File: src/rtl/coin_animator.sv
// Coin sprite animator: sweeps a COIN_SIZE x COIN_SIZE sprite horizontally across
// the VGA frame, erasing/redrawing once per frame period, and reports completion.
module coin_animator #(
   parameter int         X_LEFT       = 20,
   parameter int         X_RIGHT      = 130,
   parameter int         Y_POS        = 60,
   parameter int         COIN_SIZE    = 4,
   parameter int         STEP         = 4,
   parameter int         FRAME_CYCLES = 833333,
   parameter logic [2:0] COIN_COLOUR  = 3'b110,
   parameter logic [2:0] BG_COLOUR    = 3'b000
) (
   input  logic       clock,
   input  logic       reset,
   input  logic       start_animation,
   input  logic       dir,
   output logic [7:0] x,
   output logic [6:0] y,
   output logic [2:0] colour,
   output logic       plot,
   output logic       done
);

   localparam int LOG = $clog2(COIN_SIZE);
   localparam int CW  = 2 * LOG;
   localparam int FW  = $clog2(FRAME_CYCLES + 1);

   localparam logic [CW-1:0] PIX_LAST   = '1;
   localparam logic [FW-1:0] FRAME_LAST = FW'(FRAME_CYCLES - 1);
   localparam logic [7:0]    XL         = 8'(X_LEFT);
   localparam logic [7:0]    XR         = 8'(X_RIGHT);
   localparam logic [8:0]    STEP9      = 9'(STEP);
   localparam logic [6:0]    Y0         = 7'(Y_POS);

   typedef enum logic [2:0] {IDLE, DRAW, WAIT, ERASE, MOVE, DONE} state_t;

   state_t          state;
   logic [7:0]      pos, target;
   logic            dir_r;
   logic [CW-1:0]   pix;
   logic [FW-1:0]   frame;
   logic [LOG-1:0]  col, row;
   logic [8:0]      pos_up;

   // COIN_SIZE is a power of two, so the pixel counter splits directly into row/col.
   assign col    = pix[LOG-1:0];
   assign row    = pix[CW-1:LOG];
   assign pos_up = {1'b0, pos} + STEP9;

   always_ff @(posedge clock or posedge reset) begin
      if (reset) begin
         state  <= IDLE;
         pos    <= '0;
         target <= '0;
         dir_r  <= 1'b0;
         pix    <= '0;
         frame  <= '0;
         x      <= '0;
         y      <= '0;
         colour <= '0;
         plot   <= 1'b0;
         done   <= 1'b0;
      end else begin
         plot <= 1'b0;
         case (state)
            IDLE: begin
               done <= 1'b0;
               if (start_animation) begin
                  dir_r  <= dir;
                  pos    <= dir ? XR : XL;
                  target <= dir ? XL : XR;
                  pix    <= '0;
                  state  <= DRAW;
               end
            end
            DRAW, ERASE: begin
               x      <= pos + {{(8-LOG){1'b0}}, col};
               y      <= Y0 + {{(7-LOG){1'b0}}, row};
               colour <= (state == DRAW) ? COIN_COLOUR : BG_COLOUR;
               plot   <= 1'b1;
               // Counter wraps to zero on the last pixel, ready for the next sweep.
               pix    <= pix + 1'b1;
               if (pix == PIX_LAST)
                  state <= (state == DRAW) ? WAIT : MOVE;
            end
            WAIT: begin
               if (frame == FRAME_LAST) begin
                  frame <= '0;
                  if (pos == target) begin
                     state <= DONE;
                     done  <= 1'b1;
                  end else begin
                     state <= ERASE;
                  end
               end else begin
                  frame <= frame + 1'b1;
               end
            end
            MOVE: begin
               // Clamp in 9 bits so the final partial step lands exactly on target.
               if (!dir_r)
                  pos <= (pos_up >= {1'b0, target}) ? target : pos_up[7:0];
               else
                  pos <= ({1'b0, pos} <= {1'b0, target} + STEP9) ? target : pos - STEP9[7:0];
               state <= DRAW;
            end
            DONE: begin
               if (!start_animation) begin
                  done  <= 1'b0;
                  state <= IDLE;
               end
            end
            default: state <= IDLE;
         endcase
      end
   end

endmodule

File: config.mk
export PLATFORM = sky130hd
export DESIGN_NAME = coin_animator
export DESIGN_NICKNAME = d
export VERILOG_FILES = /design/src/rtl/coin_animator.sv
export SDC_FILE = /design/constraint.sdc
export NUM_CORES = 1
export LEC_CHECK = 0
export ABC_AREA = 1
export ABC_CLOCK_PERIOD_IN_PS = 5500
export BUFFER_PORTS_ARGS = -buffer_cell sky130_fd_sc_hd__buf_2
export CAP_MARGIN = 20
export CORE_MARGIN = 10
export CORE_UTILIZATION = 30
export CTS_CLUSTER_DIAMETER = 60
export DETAILED_ROUTE_END_ITERATION = 12
export SLEW_MARGIN = 20
export SYNTH_ARGS = -nofsm -noshare
export SYNTH_HDL_FRONTEND = slang
export SYNTH_SLANG_ARGS = --single-unit
File: constraint.sdc
create_clock -name clock -period 5.5 [get_ports clock]
set_input_delay 0.55 -clock clock [delete_from_list [all_inputs] [get_ports clock]]
set_output_delay 0.55 -clock clock [all_outputs]
set_load 0.01 [all_outputs]
# Word level (Yosys, flattened, before mapping)
# Cells that the tools add are included.
dict set report word_totals {
  word_cells 66
  reg_bits 64
}
dict set report classes {
  n_mux 23
  reduce_logical 10
  n_lt_le_gt_ge 2
  n_addsub 7
  eq_ne 13
}
# op count
set op_table {}
lappend op_table {{two-way mux 8 bit} 6}
lappend op_table {{two-way mux 3 bit} 7}
lappend op_table {{adder 20 x 1 -> 20 bit, second input constant} 1}
lappend op_table {{equality test 20 bit, second input constant} 1}
lappend op_table {{two-way mux 20 bit} 1}
lappend op_table {{adder 8 x 3 -> 9 bit, second input constant} 2}
lappend op_table {{case mux 8 bit (2 select lines)} 1}
lappend op_table {{case mux 3 bit (5 select lines)} 1}
lappend op_table {{inequality test 2 bit, second input constant} 5}
lappend op_table {{>= comparator 9 x 8 -> 1 bit} 1}
lappend op_table {{<= comparator 8 x 9 -> 1 bit} 1}
lappend op_table {{adder 8 x 2 -> 8 bit} 1}
lappend op_table {{equality test 8 bit} 1}
lappend op_table {{case mux 4 bit (2 select lines)} 1}
lappend op_table {{AND reduction 4 bit} 2}
lappend op_table {{subtractor 8 x 3 -> 8 bit, second input constant} 1}
lappend op_table {{adder 6 x 2 -> 7 bit, first input constant} 1}
lappend op_table {{equality test 3 x 2 -> 1 bit, second input constant} 2}
lappend op_table {{equality test 3 bit, second input constant} 2}
lappend op_table {{AND reduction 2 bit} 3}
lappend op_table {{adder 4 x 1 -> 4 bit, second input constant} 1}
lappend op_table {{equality test 4 bit, second input constant} 1}
lappend op_table {{two-way mux 1 bit} 4}
lappend op_table {{two-way mux 4 bit} 1}
lappend op_table {{6 further kinds} 7}

# Depth between registers and ports, before layout
# Gate-level depths: netlist of the first run.
dict set report logic_depth {
  depth_word 5
  ltp_mapped 16
  ltp_nobuf 16
}

# Worst setup path after synthesis of the first run
# Ideal clock, no wire load.
dict set report synth_timing {
  path_type {register -> register}
  startpoint {register pos[2]}
  endpoint {register pos[7]}
  arrival_time_ns 1.832
  path_slack_ns 3.547
  path_stages_with_launch 14
  setup_time_ns 0.121
  path_cell_list {dfrtp_1 -> ha_1 -> nand2_2 -> inv_1 -> nor2_1 -> ha_1 -> nand2_1 -> nand2_1 -> o21ai_2 -> nand3_2 -> nand2_1 -> nand2_1 -> o21bai_1 -> nand2_1}
}
dict set report synth_via {
  elab_chain_len 5
  elab_cells_between_ends 8
  classes_between {add/sub (2); order compare (2); mux (4)}
}
# item line
set synth_rtl {}
lappend synth_rtl {{start: declaration} 38} ;# logic [7:0] pos, target;
lappend synth_rtl {{start signal: assignment} 70} ;# pos <= dir ? XR : XL;
lappend synth_rtl {{start signal: assignment} 102} ;# pos <= (pos_up >= {1'b0, target}) ? target : pos_up[7:0];
lappend synth_rtl {{start signal: assignment} 104} ;# pos <= ({1'b0, pos} <= {1'b0, target} + STEP9) ? target : pos - STEP9[7:0];
lappend synth_rtl {{adder 8 x 3 -> 9 bit} 48} ;# assign pos_up = {1'b0, pos} + STEP9;
lappend synth_rtl {{>= comparator 9 x 8 -> 1 bit} 102}
lappend synth_rtl {{two-way mux 8 bit} 102}
lappend synth_rtl {{two-way mux 8 bit *} 101} ;# if (!dir_r)
lappend synth_rtl {{case mux 8 bit (2 select lines) *} 65} ;# case (state)
# Mark *: on every way between the ends. The rest lies on a longest branch, timed or not.
# A chain may end at the register's enable or synchronous reset.

# Worst setup path after layout of the first run
dict set report layout_timing {
  startpoint {register pos[2]}
  endpoint {register pos[3]}
}
# The elaborated chain is that of the path after synthesis.

==> summary.md, run 1 <==
| Metric | Value |
|---|---|
| Result of the run | `finished clean` |
| Fraction of final layout cells sized beyond drive strength 1 | `between 10% and 20%` |
| Setup TNS | `0 ns` |
| Number of distinct library cell variants in the gate-level netlist after synthesis | `47` |
| Worst Path Class, Setup | `flip-flop to flip-flop` |
| Syn avg cell area | `8.02 um^2` |
| Synth-to-layout area growth | `9.55%` |
| Final setup violating endpoints | `0` |
| Vias in the first global route | `~2400` |
| Max frequency | `0.440 GHz` |
| Number of buffers on the longest clock path | `2` |
| Worst Skew | `~0.0096 ns` |
| # fillers | `1073` |
| Class of the most critical hold timing path | `input port to asynchronous set/reset pin` |
| Synth top area cells | `dfrtp_1 (40%), nand2_1 (11%), inv_1 (6.3%)` |
| Summed area of non-filler cells in the final layout | `3460 um^2` |
| Die Wd | `123 um` |
| Power density cells | `around 460 nW/um^2` |
| Share of the synthesized area in the top cell type | `39.6%` |
| Global placer's final weighted congestion | `around 0.96` |
| Number of vias per cell after detailed routing | `between 4 and 5` |
| Number of flops mapped to enable cells by yosys | `0` |
| Setup repair after global routing missed its margin | `no` |
| Maximum number of pins on one net before global-route repair | `51` |
| Time the worst path needs with I/O delays and setup | `approximately 2.3 ns` |
| Simple-Gate Fraction of Synth Area | `about a third` |
| CTS Root Cell | `clkbuf_8` |
| Effective utilization at floorplan | `just over 30%` |
| Area fraction in compound gates after synthesis | `8.20%` |
| Initial antenna violation count | `0` |
| Post-placement setup slack | `3.31 ns` |
| DRC viols | `0` |
| Inserted Clock Buffers | `5` |
| Total standard cell area after synthesis | `3160 um^2` |
| Max-capacitance violation count | `0` |
| Largest family of logic cells by synthesized area | `simple AND/OR/NAND/NOR gates` |
| Net count reported at finish | `about 430` |
| Final-layout worst hold slack | `0.387 ns` |
| Number of placed I/O pins | `24` |
| Total half-perimeter wirelength after legalization and detailed placement | `5.18 mm` |
| Aggregate global routing overflow | `0` |
| Count of buffers inserted at the top-level ports | `21` |
| Global-route total usage across every layer | `9.00%` |
| Number of pins exceeding their max-slew limit in the final report | `0` |
| Iteration count of the initial detailed-routing pass | `4` |
| Avg WL per Cell | `12.4 um` |
| Depth of the CTS H-tree | `2` |
| CP required | `5.70 ns` |
| Sequential-to-total area share from yosys stat | `39.6%` |
| Synth Register Bits | `50` |
| Largest driver fanout on the critical path | `7` |
| Multiplexer share of the synthesized area | `0%` |
| Share of synthesized registers carrying an async set or reset | `100%` |
| Period utilisation layout | `41.3%` |
| Global-route wire length before repair | `11.3 mm` |
| WP data arrival | `around 2.5 ns` |
| Xor/xnor share of the synthesized area | `4.44%` |
| TritonCTS clock tree | `built` |
| Via total after detailed routing | `2543` |
| Count of hold-fix buffers inserted at cts | `0` |
| Die Y-Extent | `123 um` |
| Adder-cell share of the synthesized area | `5.55%` |
| Overall power | `about 1.6 mW` |
| Number of standard cells after synthesis | `394` |
| Setup slack of the critical path after layout | `roughly 3.2 ns` |
| Number of warnings issued by yosys | `0` |
| Static leakage | `1.77 nW` |
| Slew at the pin with the worst max-slew slack | `0.858 ns` |
| DRT iter0 DRCs | `around 140` |
| Number of hold violations in the final report | `0` |
| Number of standard-cell rows in the floorplan | `37` |
| Die Footprint | `15000 um^2` |
| Clock insertion delay at the later pin of the skew report | `0.31 ns` |
| Kind of start point of the critical path | `flip-flop` |
| Worst-path cell chain | `ha_1 -> nand2_2 -> inv_1 -> nor2_1 -> ha_1 -> nand2_1 -> nand2_1 -> o21ai_2 -> nand3_2 -> a21oi_1 -> o21ai_0 -> o21ai_0` |
| Drt total wl | `6.79 mm` |
| Library cell contributing the largest single delay on the critical path | `dfrtp_1` |
| Maximum single-stage delay on the critical path | `0.48 ns` |
| IR drop worst, VDD | `0.160 mV` |
| Count of antenna-violating nets left after detailed routing | `0` |
| Clock transition time at the flip-flop clock pins of the worst setup and hold paths | `0.09 ns` |
| Endpoint kind of the worst setup timing path | `flip-flop` |
| Core area | `10300 um^2` |
| Flip-flop cell with the highest count after synthesis | `dfrtp_1` |
| Largest area contributor in the netlist | `dfrtp_1` |
| Post-Place Cell Area | `3360 um^2` |
| Max-Slew Margin vs Limit | `42.7%` |
| Post-CTS setup-driven buffer insertion count | `0` |
| Clock sink total | `50` |
| Resize count post-CTS | `0` |
==> sequential cells by signal, indices dropped and copies added, names as in the netlist <==
name	flops
colour	1
plot	1
done	1
frame	20
target	2
x	8
state	3
pos	7
pix	4
y	3
==> worst paths after layout <==
kind	start	slack, ns	depth (start not counted)	to
max in group asynchronous	reset	4.61	2	frame[11]
worst min-delay path	reset	0.39	2	y[4]
worst max register to register	pos[2]	3.23	12	pos[3]
min in group clock	x[0]	0.48	2	x[0]
worst max-delay path	pos[2]	3.23	12	pos[3]
worst min register to register	x[0]	0.48	2	x[0]
==> kinds of logic after synthesis <==
group | after synthesis
flip-flops | 50
AND/OR/NAND/NOR | 193
XOR/XNOR | 16
buffers and inverters | 73
AO/OA/AOI/OAI | 47
other | 1
adder cells (fa/ha/maj) | 14
==> worst max-delay path, delay by kind of cell, from the launching register on <==
family | cells | cell delay (ns)
flip-flops | 1 | 0.48
AO/OA/AOI/OAI | 4 | 0.56
adder cells (fa/ha/maj) | 2 | 0.56
buffers and inverters | 1 | 0.07
AND/OR/NAND/NOR | 5 | 0.51
==> report_power, final <==
group	total [mW]	switching [mW]	internal (mW)
clock network	0.228	0.127	0.101
registers	0.587	0.112	0.475
logic	0.789	0.509	0.280
==> layer usage <==
metal / global-route usage [%] / part of all wire [%]
met4: 3.17 / 1.6
met2: 14.2 / 44
met5: 0 / 0
met1: 12.0 / 49
met3: 1.79 / 6.0
==> per-stage QoR <==
step	utilization, %	std cells
after floorplan	-	395
after global placement	32.7	540
after detailed placement	32.7	540
after CTS	33.6	548
after global routing	33.6	548
final	33.7	549
==> cells in the final DEF (no fill, tap or decap), types with 2 or more instances in the layout <==
cell,instances
nand2_1,90
inv_1,52
dfrtp_1,50
nand3_1,28
nor2_1,25
o21ai_0,24
buf_2,21
ha_1,14
xor2_1,12
nand4_1,11
a21oi_1,10
nor3_1,7
inv_2,6
clkbuf_8,6
nand2_2,5
xnor2_1,4
nor3_2,3
nand3_2,3
nor4_1,3
clkinv_2,3
o21ai_1,3
nor2_2,2
o22ai_1,2
nor2_4,2
nand2_4,2
nor3_4,2
nor3b_2,2
conb_1,2
==> area by class of cell <==
cell class,instances,area [um^2],area share [%]
Timing Repair Buffer,21,105,3.04
Clock buffer,6,82.6,2.39
Multi-Input combinational cell,272,1600,46.3
Tap cell,136,170,4.92
Clock inverter,2,12.5,0.362
Antenna cell,1,2.50,0.0723
Inverter,61,234,6.76
Sequential cell,50,1250,36.2
==> Yosys cell counts (2+ instances only) <==
master    number
nand4_1       11
nor2_1        25
clkbuf_1       2
nand2_4        2
nor3_1         7
nor3_4         2
nand3_1       28
nand3_2        3
xnor2_1        4
dfrtp_1       50
buf_4          8
nor4_1         3
nand2_1       90
nor2_2         2
a21oi_1       10
o21ai_1        3
inv_1         53
ha_1          14
o22ai_1        2
o21ai_0       24
xor2_1        12
nor3_2         3
inv_2          6
nor3b_2        2
nand2_2        5
nor2_4         2
No activity file was read; power rests on OpenSTA's default activity.
==> run 2: changes to the inputs <==
--- a/config.mk
+++ b/config.mk
@@ -6,7 +6,7 @@
 export NUM_CORES = 1
 export LEC_CHECK = 0
 export ABC_AREA = 1
-export ABC_CLOCK_PERIOD_IN_PS = 5500
+export ABC_CLOCK_PERIOD_IN_PS = 2029
 export BUFFER_PORTS_ARGS = -buffer_cell sky130_fd_sc_hd__buf_2
 export CAP_MARGIN = 20
 export CORE_MARGIN = 10
==> constraint.sdc (replaced) <==
create_clock -name clock -period 2.03 [get_ports clock]
set_input_delay 0.203 -clock clock [delete_from_list [all_inputs] [get_ports clock]]
set_output_delay 0.203 -clock clock [all_outputs]
set_load 0.01 [all_outputs]
==> run 2 against run 1 <==
Effect of this change: first-iteration DRC count rose by 17%; sequential share of layout area decreased by 2.6 points; utilization grew 2.7 points; combinational power increased to 3.2 times the previous value; global-route usage is 0.52 points higher; wire length grew 3.9%; clock-buffer cell count unchanged; design area increased by 8.0%; critical path type unchanged; largest power group unchanged.
==> summary.md, run 2 (synthesized netlist as in run 1, its figures left out) <==
| Metric | Value |
|---|---|
| Drt total wl | `7.05 mm` |
| Summed area of non-filler cells in the final layout | `3730 um^2` |
| CTS Root Cell | `clkbuf_8` |
| Worst Skew | `approximately 0.0043 ns` |
| DRC viols | `0` |
| Effective utilization at floorplan | `30.7%` |
| Inserted Clock Buffers | `5` |
| Number of vias per cell after detailed routing | `4.66` |
| Post-Place Cell Area | `3490 um^2` |
| Global-route total usage across every layer | `9.53%` |
| Number of placed I/O pins | `24` |
| Iteration count of the initial detailed-routing pass | `6` |
| Class of the most critical hold timing path | `input port to flip-flop` |
| Clock insertion delay at the later pin of the skew report | `0.30 ns` |
| Largest registers | `frame (20), x (8), pos (7)` |
| Total half-perimeter wirelength after legalization and detailed placement | `between 5 and 6 mm` |
| Antenna Cells | `0` |
| Origin of the worst min-delay path | `dir` |
| Number of flip-flops under the largest register name | `20` |
| Maximum number of pins on one net before global-route repair | `26` |
| Register cell area after layout | `1250 um^2` |
| Reg-to-reg critical path startpoint | `pos[3]` |
| Final setup violating endpoints | `0` |
| Result of the run | `finished clean` |
| Largest driver fanout on the critical path | `5` |
| Period utilisation layout | `between 90% and 100%` |
| Global placer's final weighted congestion | `0.912` |
| # fillers | `1065` |
| Clock transition time at the flip-flop clock pins of the worst setup and hold paths | `0.09 ns` |
| Core area | `10300 um^2` |
| Most common library cell in the layout ignoring fill and taps | `nand2_1` |
| Die Footprint | `approximately 15000 um^2` |
| Via total after detailed routing | `2666` |
| Net count reported at finish | `453` |
| Area used by multi-input combinational logic | `1680 um^2` |
| Number of pins exceeding their max-slew limit in the final report | `0` |
| Number of hold violations in the final report | `0` |
| Avg WL per Cell | `12.3 um` |
| IR drop worst, VDD | `0.411 mV` |
| TritonCTS clock tree | `built` |
| DRT iter0 DRCs | `160` |
| Setup slack of the critical path after layout | `0.0827 ns` |
| Setup repair after global routing missed its margin | `yes` |
| Register with the highest flop count | `frame` |
| Die Y-Extent | `123 um` |
| Time the worst path needs with I/O delays and setup | `1.95 ns` |
| Max-capacitance violation count | `0` |
| Kind of start point of the critical path | `flip-flop` |
| Global-route wire length before repair | `12.0 mm` |
| Vias in the first global route | `approximately 2500` |
| Depth of the CTS H-tree | `2` |
| Worst Path Class, Setup | `flip-flop to flip-flop` |
| Fraction of final layout cells sized beyond drive strength 1 | `around a quarter` |
| Synth-to-layout area growth | `18.3%` |
| Clock sink total | `50` |
| WP data arrival | `2.13 ns` |
| Max-Slew Margin vs Limit | `64.5%` |
| CP required | `2.22 ns` |
| Setup TNS | `0 ns` |
| Number of standard-cell rows in the floorplan | `37` |
| Power density cells | `1300 nW/um^2` |
| Count of antenna-violating nets left after detailed routing | `0` |
| Initial antenna violation count | `1` |
| Critical path startpoint | `pos[3]` |
| Die Wd | `123 um` |
| Count of buffers inserted at the top-level ports | `21` |
| Endpoint kind of the worst setup timing path | `flip-flop` |
| Number of buffers on the longest clock path | `2` |
| Post-placement setup slack | `-0.0243 ns` |
| Slew at the pin with the worst max-slew slack | `0.532 ns` |
| Static leakage | `1.89 nW` |
| Most frequent cells in the layout | `nand2_1 (88), inv_1 (49), dfrtp_1 (49)` |
| Aggregate global routing overflow | `0` |
| Max frequency | `0.514 GHz` |
-- run 2: cell count changes in the layout (fill, tap and decap cells not counted), sizes merged --
cell / delta
buf: +23
clkinv: -2
bufinv: +1
diode: -1
dlygate4sd3: +1
inv: +1
-- run 2: layout make-up --
type | instances | area share, %
Sequential cell | 50 | 33.5
Inverter | 61 | 6.30
Clock buffer | 6 | 1.94
Multi-Input combinational cell | 272 | 44.9
Tap cell | 136 | 4.56
Clock inverter | 2 | 1.01
Timing Repair Buffer | 45 | 7.81
-- run 2: what timing repair did --
item | 4_1_cts | 5_1_grt
hold buffers | 1 | 0
setup endpoints to repair | 1 | 7
resized for setup | 1 | 19
endpoints found under the hold margin | 21 | 0
pin swaps | 2 | 11
buffers inserted | 2 | 4
-- run 2: final timing paths --
check,end,slack (ns),depth (start not counted)
max,pos[7],0.08,12
min,target[4],0.19,3
max reg2reg,pos[7],0.08,12
min reg2reg,x[0],0.47,2
max in group asynchronous,pos[4],0.88,4
min in group asynchronous,frame[8],0.49,3
-- run 2: stage by stage --
stage	hold slack [ns]	power, mW	utilization [%]	std cells
finish	0.189	4.84	36.3	572
global route	0.220	5.32	36.3	572
CTS	0.183	4.67	35.3	568
detailed placement	0.286	3.92	33.9	557
global placement	0.273	3.86	33.9	557
floorplan	0.361	3.22	-	395
-- run 2: worst max-delay path: stages (launching register included) --
cell,delay (ns)
dfrtp_1,0.42
buf_6,0.15
nand3_2,0.10
nor2_4,0.13
xor2_2,0.09
ha_1,0.30
o21ai_2,0.07
buf_4,0.13
buf_4,0.12
nand4_1,0.07
nand2_1,0.06
o21bai_1,0.12
nand2_1,0.07
-- run 2: where the power goes --
group	internal, mW	switching, mW	leakage [nW]
Combinational	1.03	1.53	1.19
Clock	0.368	0.331	0.0514
Sequential	1.29	0.292	0.648
-- run 2: routing by layer --
metal / vias to the layer above / GRT usage [%] / wire length [um]
met3: 6 / 1.88 / 453
li1: 1361 / - / -
met5: - / 0 / 0
met2: 63 / 15.0 / 3100
met4: 0 / 3.09 / 83
met1: 1236 / 12.8 / 3410
==> run 3: changes to the inputs <==
--- a/config.mk
+++ b/config.mk
@@ -13,6 +13,7 @@
 export CORE_UTILIZATION = 30
 export CTS_CLUSTER_DIAMETER = 60
 export DETAILED_ROUTE_END_ITERATION = 12
+export REMOVE_ABC_BUFFERS = 1
 export SLEW_MARGIN = 20
 export SYNTH_ARGS = -nofsm -noshare
 export SYNTH_HDL_FRONTEND = slang
==> run 3 against run 2 <==
Effect of this change: critical path type unchanged; global-route usage grew 0.29 points; worst setup slack got worse by 0.017 ns; design area up 0.97%; clock-buffer cell count decreased by 1; sequential cell count unchanged; clock power up 0.9%; non-clock buffer count shrank 4; cell count down 0.70%; clock skew up 0.0061 ns; critical endpoint unchanged.
==> summary.md, run 3 (synthesized netlist as in run 1, its figures left out) <==
| Metric | Value |
|---|---|
| Result of the run | `finished clean` |
| Static leakage | `1.89 nW` |
| Max-capacitance violation count | `0` |
| # fillers | `1070` |
| Number of pins exceeding their max-slew limit in the final report | `0` |
| Clock sink total | `50` |
| Drt total wl | `7.45 mm` |
| Non-filler instance count after layout | `568` |
| Met3 demand-to-capacity share in global routing | `2.02%` |
| Summed area of non-filler cells in the final layout | `3770 um^2` |
| Depth of the CTS H-tree | `2` |
| Fraction of final layout cells sized beyond drive strength 1 | `25.0%` |
| Kind of start point of the critical path | `flip-flop` |
| Number of standard-cell rows in the floorplan | `37` |
| Maximum single-stage delay on the critical path | `0.42 ns` |
| Net count reported at finish | `449` |
| Endpoint kind of the worst setup timing path | `flip-flop` |
| DRC viols | `0` |
| Critical path buffer and inverter count | `1` |
| Library cell contributing the largest single delay on the critical path | `dfrtp_1` |
| Max frequency | `0.509 GHz` |
| Number of buffers on the longest clock path | `2` |
| Setup slack of the critical path after layout | `0.0652 ns` |
| Global-route total usage across every layer | `around a tenth` |
| Total half-perimeter wirelength after legalization and detailed placement | `5.45 mm` |
| Aggregate global routing overflow | `0` |
| Layer carrying the most global-route usage | `met2` |
| Worst Skew | `0.0104 ns` |
| Number of placed instances, taps included | `between 500 and 600` |
| Die Footprint | `about 15000 um^2` |
| Number of placed I/O pins | `24` |
| Global-route wire length before repair | `12.2 mm` |
| Number of flip-flops under the largest register name | `20` |
| Setup TNS | `0 ns` |
| CTS Root Cell | `clkbuf_8` |
| Die Wd | `around 120 um` |
| Inserted Clock Buffers | `5` |
| Number of vias per cell after detailed routing | `4.74` |
| Time the worst path needs with I/O delays and setup | `1.96 ns` |
| Antenna Cells | `0` |
| Synth-to-layout area growth | `19.4%` |
| Global placer's final weighted congestion | `0.896` |
| Final setup violating endpoints | `0` |
| Count of antenna-violating nets left after detailed routing | `0` |
| Largest registers | `frame (20), x (8), pos (7)` |
| Largest driver fanout on the critical path | `4` |
| Iteration count of the initial detailed-routing pass | `4` |
| Vias in the first global route | `2623` |
| Slew at the pin with the worst max-slew slack | `about 0.65 ns` |
| Worst Path Class, Setup | `flip-flop to flip-flop` |
| DRT iter0 DRCs | `201` |
| WP data arrival | `2.16 ns` |
| Die Y-Extent | `123 um` |
| Post-placement setup slack | `-0.0156 ns` |
| Number of hold violations in the final report | `0` |
| Clock transition time at the flip-flop clock pins of the worst setup and hold paths | `0.10 ns` |
| Count of buffers inserted at the top-level ports | `21` |
| Worst-path cell chain | `ha_4 -> nand2_4 -> inv_4 -> nor2_4 -> ha_4 -> nand3b_1 -> o21ai_4 -> nand3_4 -> nand2_2 -> nand2_2 -> o21bai_1 -> nand2_1` |
| Post-Place Cell Area | `3470 um^2` |
| Register with the highest flop count | `frame` |
| Most frequent cells in the layout | `nand2_1 (85), inv_1 (48), dfrtp_1 (48)` |
| Period utilisation layout | `96.8%` |
| Initial antenna violation count | `0` |
| CP required | `around 2.2 ns` |
| Max-Slew Margin vs Limit | `56.9%` |
| Met2 demand-to-capacity share in global routing | `between 15 and 20%` |
| Effective utilization at floorplan | `slightly above 30%` |
| Clock insertion delay at the later pin of the skew report | `between 0.3 and 0.4 ns` |
| Via total after detailed routing | `approximately 2700` |
| TritonCTS clock tree | `built` |
| Worst path top cell family by delay | `simple AND/OR/NAND/NOR gates` |
| Most common library cell in the layout ignoring fill and taps | `nand2_1` |
| Maximum number of pins on one net before global-route repair | `51` |
| Core occupancy in the finished layout | `36.7%` |
| Class of the most critical hold timing path | `input port to asynchronous set/reset pin` |
| IR drop worst, VDD | `0.405 mV` |
| Power density cells | `1340 nW/um^2` |
| Core area | `10300 um^2` |
| Met1 global-route usage | `12.2%` |
| Avg WL per Cell | `13.1 um` |
## run 3: cell count changes in the layout (fill, tap and decap cells not counted), sizes merged
| cell | before | now |
|---|---|---|
| buf | 44 | 40 |
| clkinv | 1 | 3 |
| clkinvlp | 1 | 0 |
| dlygate4sd3 | 1 | 0 |
## run 3: path summary, 6_finish.rpt
| check | start | to | slack [ns] | cells after the start |
|---|---|---|---|---|
| setup / recovery | pos[3] | pos[7] | 0.07 | 12 |
| hold / removal | reset | frame[5] | 0.05 | 3 |
| setup reg to reg | pos[3] | pos[7] | 0.07 | 12 |
| hold reg to reg | x[1] | x[1] | 0.48 | 2 |
| max in group asynchronous | reset | target[4] | 1.49 | 3 |
| min in group clock | dir | target[4] | 0.18 | 3 |
## run 3: tightest hold or removal path: stages
cell   delay (ns)
buf_2        0.10
inv_2        0.03
buf_4        0.50
## run 3: cell type report
type                    instances  area (um^2)  area share, %
clock buffers                   5         68.8           1.82
multi-input cells             272         1740           46.1
inverters                      61          240           6.37
flip-flops and latches         50         1250           33.2
well taps                     136          170           4.51
clock inverters                 3         40.0           1.06
repair buffers                 41          260           6.90
## run 3: power by group
part           internal, mW  switching [mW]
sequential             1.29           0.292
clock                 0.363           0.342
combinational          1.08            1.66
total                  2.74            2.29
## run 3: layer usage
metal / vias to the layer above / wire length (um) / part of all wire, %
li1: 1345 / - / -
met1: 1296 / 3360 / 45
met2: 43 / 3720 / 50
met3: 8 / 283 / 3.8
met4: 0 / 77 / 1.0
met5: - / 0 / 0
## run 3: repair_timing
item	CTS	global route
cloned	0	0
setup buffers	0	6
setup endpoints to repair	1	7
pin swaps	1	12
hold buffers	0	0
resized for setup	4	31
## run 3: metrics by stage
stage	total power [mW]	hold slack [ns]
3_3_place_gp	3.88	0.422
3_5_place_dp	3.92	0.423
2_1_floorplan	3.17	0.361
4_1_cts	4.66	0.0874
6_report	5.03	0.0526
5_1_grt	5.51	0.123
